--- src/rtl/alu_seq_unit.sv ---
// Sequential multi-cycle ALU: shift-add multiply, restoring divide and
// bit-serial logical shifts, one step per clock.
// Optional feature macro: ALU_SEQ_DIVZ_EN (divide-by-zero short-cut and DIVZ flag).
module alu_seq_unit #(
  parameter int unsigned WIDTH = 8,
  localparam int unsigned CW = $clog2(WIDTH)
) (
  input  logic             CLK,
  input  logic             CLRn,
  input  logic             START,
  input  logic [1:0]       OP,
  input  logic [WIDTH-1:0] A,
  input  logic [WIDTH-1:0] B,
  output logic             BUSY,
  output logic             DONE,
  output logic [WIDTH-1:0] RESULT,
  output logic [WIDTH-1:0] HI,
  output logic             DIVZ
);

  localparam int unsigned NW = CW + 1;
  localparam logic [1:0] OP_MUL = 2'b00;
  localparam logic [1:0] OP_DIV = 2'b01;
  localparam logic [1:0] OP_SHL = 2'b10;
  localparam logic [1:0] OP_SHR = 2'b11;

  typedef enum logic [1:0] {IDLE, RUN, FIN} state_t;

  state_t           state_q, state_d;
  logic [NW-1:0]    cnt_q;
  logic [NW-1:0]    n_c;
  logic [1:0]       op_q;
  logic [WIDTH-1:0] a_q, b_q;
  logic             accept_c, step_c;
  logic [WIDTH:0]   mul_sum_c;
  logic [WIDTH:0]   div_sh_c;
  logic [WIDTH-1:0] div_sub_c;
  logic             div_ge_c;
  logic [WIDTH-1:0] hi_step_c, lo_step_c;

  // Step count for the request on the inputs.
  always_comb begin
    n_c = NW'(WIDTH);
    if (OP[1]) begin
      n_c = NW'(B[CW-1:0]);
    end
`ifdef ALU_SEQ_DIVZ_EN
    else if (OP == OP_DIV && B == '0) begin
      n_c = '0;
    end
`endif
  end

  // Next-state and control decode.
  always_comb begin
    state_d  = state_q;
    accept_c = 1'b0;
    step_c   = 1'b0;
    case (state_q)
      IDLE, FIN: begin
        if (START) begin
          accept_c = 1'b1;
          state_d  = (n_c == '0) ? FIN : RUN;
        end else begin
          state_d = IDLE;
        end
      end
      RUN: begin
        step_c = 1'b1;
        if (cnt_q == NW'(1)) state_d = FIN;
      end
      default: state_d = IDLE;
    endcase
  end

  // State register with registered BUSY/DONE decoded from the next state.
  always_ff @(posedge CLK or negedge CLRn) begin
    if (!CLRn) begin
      state_q <= IDLE;
      BUSY    <= 1'b0;
      DONE    <= 1'b0;
    end else begin
      state_q <= state_d;
      BUSY    <= (state_d == RUN);
      DONE    <= (state_d == FIN);
    end
  end

  // One iteration of the selected algorithm on the {HI,RESULT} accumulator.
  always_comb begin
    mul_sum_c = {1'b0, HI} + (RESULT[0] ? {1'b0, a_q} : '0);
    div_sh_c  = {HI, RESULT[WIDTH-1]};
    div_ge_c  = (div_sh_c >= {1'b0, b_q});
    div_sub_c = div_sh_c[WIDTH-1:0] - b_q;
    hi_step_c = '0;
    lo_step_c = RESULT;
    case (op_q)
      OP_MUL: begin
        hi_step_c = mul_sum_c[WIDTH:1];
        lo_step_c = {mul_sum_c[0], RESULT[WIDTH-1:1]};
      end
      OP_DIV: begin
        hi_step_c = div_ge_c ? div_sub_c : div_sh_c[WIDTH-1:0];
        lo_step_c = {RESULT[WIDTH-2:0], div_ge_c};
      end
      OP_SHL: lo_step_c = {RESULT[WIDTH-2:0], 1'b0};
      OP_SHR: lo_step_c = {1'b0, RESULT[WIDTH-1:1]};
      default: lo_step_c = RESULT;
    endcase
  end

  // Operand capture on accept, accumulator update on each RUN step.
  always_ff @(posedge CLK or negedge CLRn) begin
    if (!CLRn) begin
      cnt_q  <= '0;
      op_q   <= OP_MUL;
      a_q    <= '0;
      b_q    <= '0;
      RESULT <= '0;
      HI     <= '0;
      DIVZ   <= 1'b0;
    end else if (accept_c) begin
      cnt_q  <= n_c;
      op_q   <= OP;
      a_q    <= A;
      b_q    <= B;
      HI     <= '0;
      DIVZ   <= 1'b0;
      RESULT <= (OP == OP_MUL) ? B : A;
`ifdef ALU_SEQ_DIVZ_EN
      if (OP == OP_DIV && B == '0) begin
        RESULT <= '1;
        HI     <= A;
        DIVZ   <= 1'b1;
      end
`endif
    end else if (step_c) begin
      cnt_q  <= cnt_q - NW'(1);
      HI     <= hi_step_c;
      RESULT <= lo_step_c;
    end
  end

endmodule

--- config.mk ---
export PLATFORM = sky130hd
export DESIGN_NAME = alu_seq_unit
export DESIGN_NICKNAME = d
export VERILOG_FILES = /design/src/rtl/alu_seq_unit.sv
export SDC_FILE = /design/constraint.sdc
export NUM_CORES = 1
export LEC_CHECK = 0
export BUFFER_PORTS_ARGS = -buffer_cell sky130_fd_sc_hd__buf_2
export CORE_MARGIN = 5
export CORE_UTILIZATION = 45
export CTS_CLUSTER_SIZE = 24
export DETAILED_ROUTE_END_ITERATION = 16
export GPL_TIMING_DRIVEN = 0
export PLACE_DENSITY = 0.63
export SLEW_MARGIN = 20
export SYNTH_ARGS = -nofsm -noshare
export SYNTH_HDL_FRONTEND = slang
export SYNTH_SLANG_ARGS = --single-unit
--- constraint.sdc ---
create_clock -name CLK -period 4.7 [get_ports CLK]
set_clock_uncertainty 0.2 [all_clocks]
set_input_delay 0.47 -clock CLK [delete_from_list [all_inputs] [get_ports CLK]]
set_output_delay 0.47 -clock CLK [all_outputs]
set_load 0.01 [all_outputs]
==> qor.txt <==
largest net degree at the start of global routing - 43
Post-Syn Area per Cell - 8.790 um^2
crit path from - RESULT[0]
peak supply drop - 307.8 uV
RR Startpoint - RESULT[0]
Clock Tree Root - clkbuf_8
vias per inst - 5.383
syn_nets - 353
synthesized cell area - 2743 um^2
CTS Hold Buffers Added - 0
pwr dens - 675.8 nW/um^2
clk buf depth - 2
area delta synth->final - 13.73%
Crit Path Class - register to register
Post-synth EDFFs - 0
R2R depth - 10
post-place setup slack - 1.870 ns
final setup TNS - 0 ns
Core Area - 5921 um^2
Reg clk slew, reported paths - 0.08 ns
Final Max Tran Viols - 0
post-detail-place hpwl - 5.156 mm
flops & latches, synth - 42
worst path bufs/invs - 1
layout cells sized above 1 - 14.80%
crit-path cells - and2_1, ha_1, inv_1, fa_1, nor2b_1, o31ai_1, a21oi_1, a211oi_1, o21ai_0, a311o_1
Routed WL - 6.732 mm
final net count - 399
sequential cell area - 1051 um^2
Synth async-reset ratio - 100.0%
antenna violations before repair - 0
CP Max Fanout - 11
Crit path depth - 10
Routed Antenna Nets - 0
Core Rows - 28
top post-synthesis cells by area - dfrtp_1, ha_1, nand2_1, mux2i_1, o21ai_0
Final Hold Fails - 0
critical path's largest stage delay - 0.54 ns
slowest stage cell, crit path - dfrtp_1
Tcrit/Tclk final - 60.21%
post-DR wirelength/cell - 15.55 um
CP Launch Type - register
Yosys top cell area share - 38.32%
worst setup path end - HI[7]
Filler cells - 577
Most used DFF post-synth - dfrtp_1
post-synthesis cell count - 312
first-pass GRT wire length - 11.56 mm
Max Cap Violations - 0
WL met2 - 3.004 mm
leading area contributor after synthesis - dfrtp_1
Die Wd - 88.07 um
reg-to-reg endpoint - HI[7]
Slew @ Worst Pin - 0.8751 ns
Worst path top cell family by delay - compound AO/OA/AOI/OAI gates
Chip Height - 88.07 um
initial core utilization - 46.32%
most common cell after layout, fill and taps aside - nand2_1
Yosys cell types - 44
vias in the first global route - 2,375
Setup Buffers After CTS - 0
Top Metal Used - met4
grt total ovfl - 0
WP data arrival - 2.81 ns
Buffers on Ports - 38
Sink Count - 42
CP endpoint kind - register
FF-to-FF setup slack - 1.87 ns
Iter 0 DRT Violations - 103
status - completed
TritonCTS Buffers - 5
CTS tree - done
worst skew pair latency - 0.29 ns
Tmin final - 2.830 ns
Top-Level Pins - 40
M1 WL - 3.271 mm
Leakage - 1.506 nW
sequential fraction of the synthesis area - 38.32%
gr usage total - 19.13%
hold_ws - 0.1840 ns
slew margin rel. - 41.45%
total number of yosys warnings - 0
post-cts gate resize count - 0
gpl congestion - 0.8479
count of final setup violators - 0
H-tree depth - 2
post-route setup slack - 1.870 ns
vias post-DR - 2,331
Peak Freq - 353.4 MHz
commonest non-fill, non-tap cells in the layout - nand2_1, dfrtp_1, buf_2
RSZ-0062 raised after global routing - false
footprint of the multi-input gates - 1569 um^2
Required @ worst endpoint - 4.68 ns
DR WL met3 - 392 um
Worst Hold Launch - A[4]
die area - 7756 um^2
DRC - 0
antenna cell count - 0
drt pass-1 iters - 4
Hold Path Class - input pin to register
[worst register-to-register path, cell delays in order (launching register included)]
cell,delay [ns]
dfrtp_1,0.54
and2_1,0.22
ha_1,0.21
inv_1,0.08
fa_1,0.20
nor2b_1,0.07
o31ai_1,0.32
a21oi_1,0.17
a211oi_1,0.27
o21ai_0,0.11
a311o_1,0.32
[cells in the mapped netlist (2+ instances only)]
| master | n |
|---|---|
| clkbuf_1 | 8 |
| a21oi_1 | 12 |
| a22oi_1 | 2 |
| ha_1 | 18 |
| nand2_1 | 55 |
| nand2b_1 | 5 |
| fa_1 | 2 |
| xor2_1 | 6 |
| a21o_1 | 3 |
| nor4_1 | 2 |
| nor2_1 | 19 |
| dfrtp_1 | 42 |
| a211oi_1 | 4 |
| a311o_1 | 2 |
| o211ai_1 | 10 |
| buf_2 | 5 |
| inv_1 | 15 |
| nor2b_1 | 5 |
| a22o_1 | 2 |
| nand3_1 | 8 |
| a221o_1 | 5 |
| mux2i_1 | 15 |
| and2_1 | 7 |
| xnor2_1 | 8 |
| o21ai_0 | 29 |
| o21a_1 | 3 |
| o22ai_1 | 3 |
[area by class of cell]
cell class	instances	share of cell area, %
multi-input cells	240	50.30
flip-flops and latches	42	33.69
repair buffers	39	6.498
well taps	75	3.008
clock buffers	6	2.327
plain buffers	15	2.126
inverters	15	1.805
clock inverters	1	0.2407
[cell families (layout without fill, tap and decap cells)]
logic type               count (synthesis)  in the layout  synth area share, %
adder cells (fa/ha/maj)                 20             20                9.672
XOR/XNOR                                14             14                4.471
buffers and inverters                   30             76                4.471
AO/OA/AOI/OAI                           82             82                19.62
AND/OR/NAND/NOR                        107            107                17.43
other                                    1              1               0.1367
flip-flops                              42             42                38.32
multiplexers                            16             16                5.885
[stage by stage]
| step | instance area (um^2) | util [%] | instances | total power [mW] |
|---|---|---|---|---|
| finish | 3119 | 52.68 | 433 | 2.108 |
| detailed placement | 3027 | 51.12 | 425 | 1.887 |
| CTS | 3107 | 52.47 | 432 | 2.121 |
| global placement | 3027 | 51.12 | 425 | 1.869 |
| global route | 3119 | 52.68 | 433 | 2.338 |
| floorplan | 2743 | - | 312 | 1.566 |
[worst min path at each step]
stage / to / cells after the start
floorplan: BUSY / 0
global placement: a_q[7] / 2
detailed placement: a_q[7] / 2
CTS: b_q[5] / 1
global route: a_q[6] / 3
finish: a_q[4] / 3
[state kept, by name, indices dropped and copies added, names as in the netlist]
register	flops
HI	8
RESULT	8
a_q	8
b_q	8
cnt_q	4
op_q	2
state_q	2
BUSY	1
DONE	1
[per-layer routing]
metal  vias up  global-route usage, %
met1      1099                  28.20
met5         -                      0
met4         0                  4.533
li1       1175                      -
met3         6                  3.104
met2        51                  29.52
[power breakdown]
part | leakage (nW) | internal, mW | switching [mW]
sequential | 0.522 | 0.523 | 0.134
clock | 0.0373 | 0.102 | 0.122
combinational | 0.946 | 0.529 | 0.697
total | 1.51 | 1.15 | 0.953
Note: power is estimated with default switching activity, not from simulation.
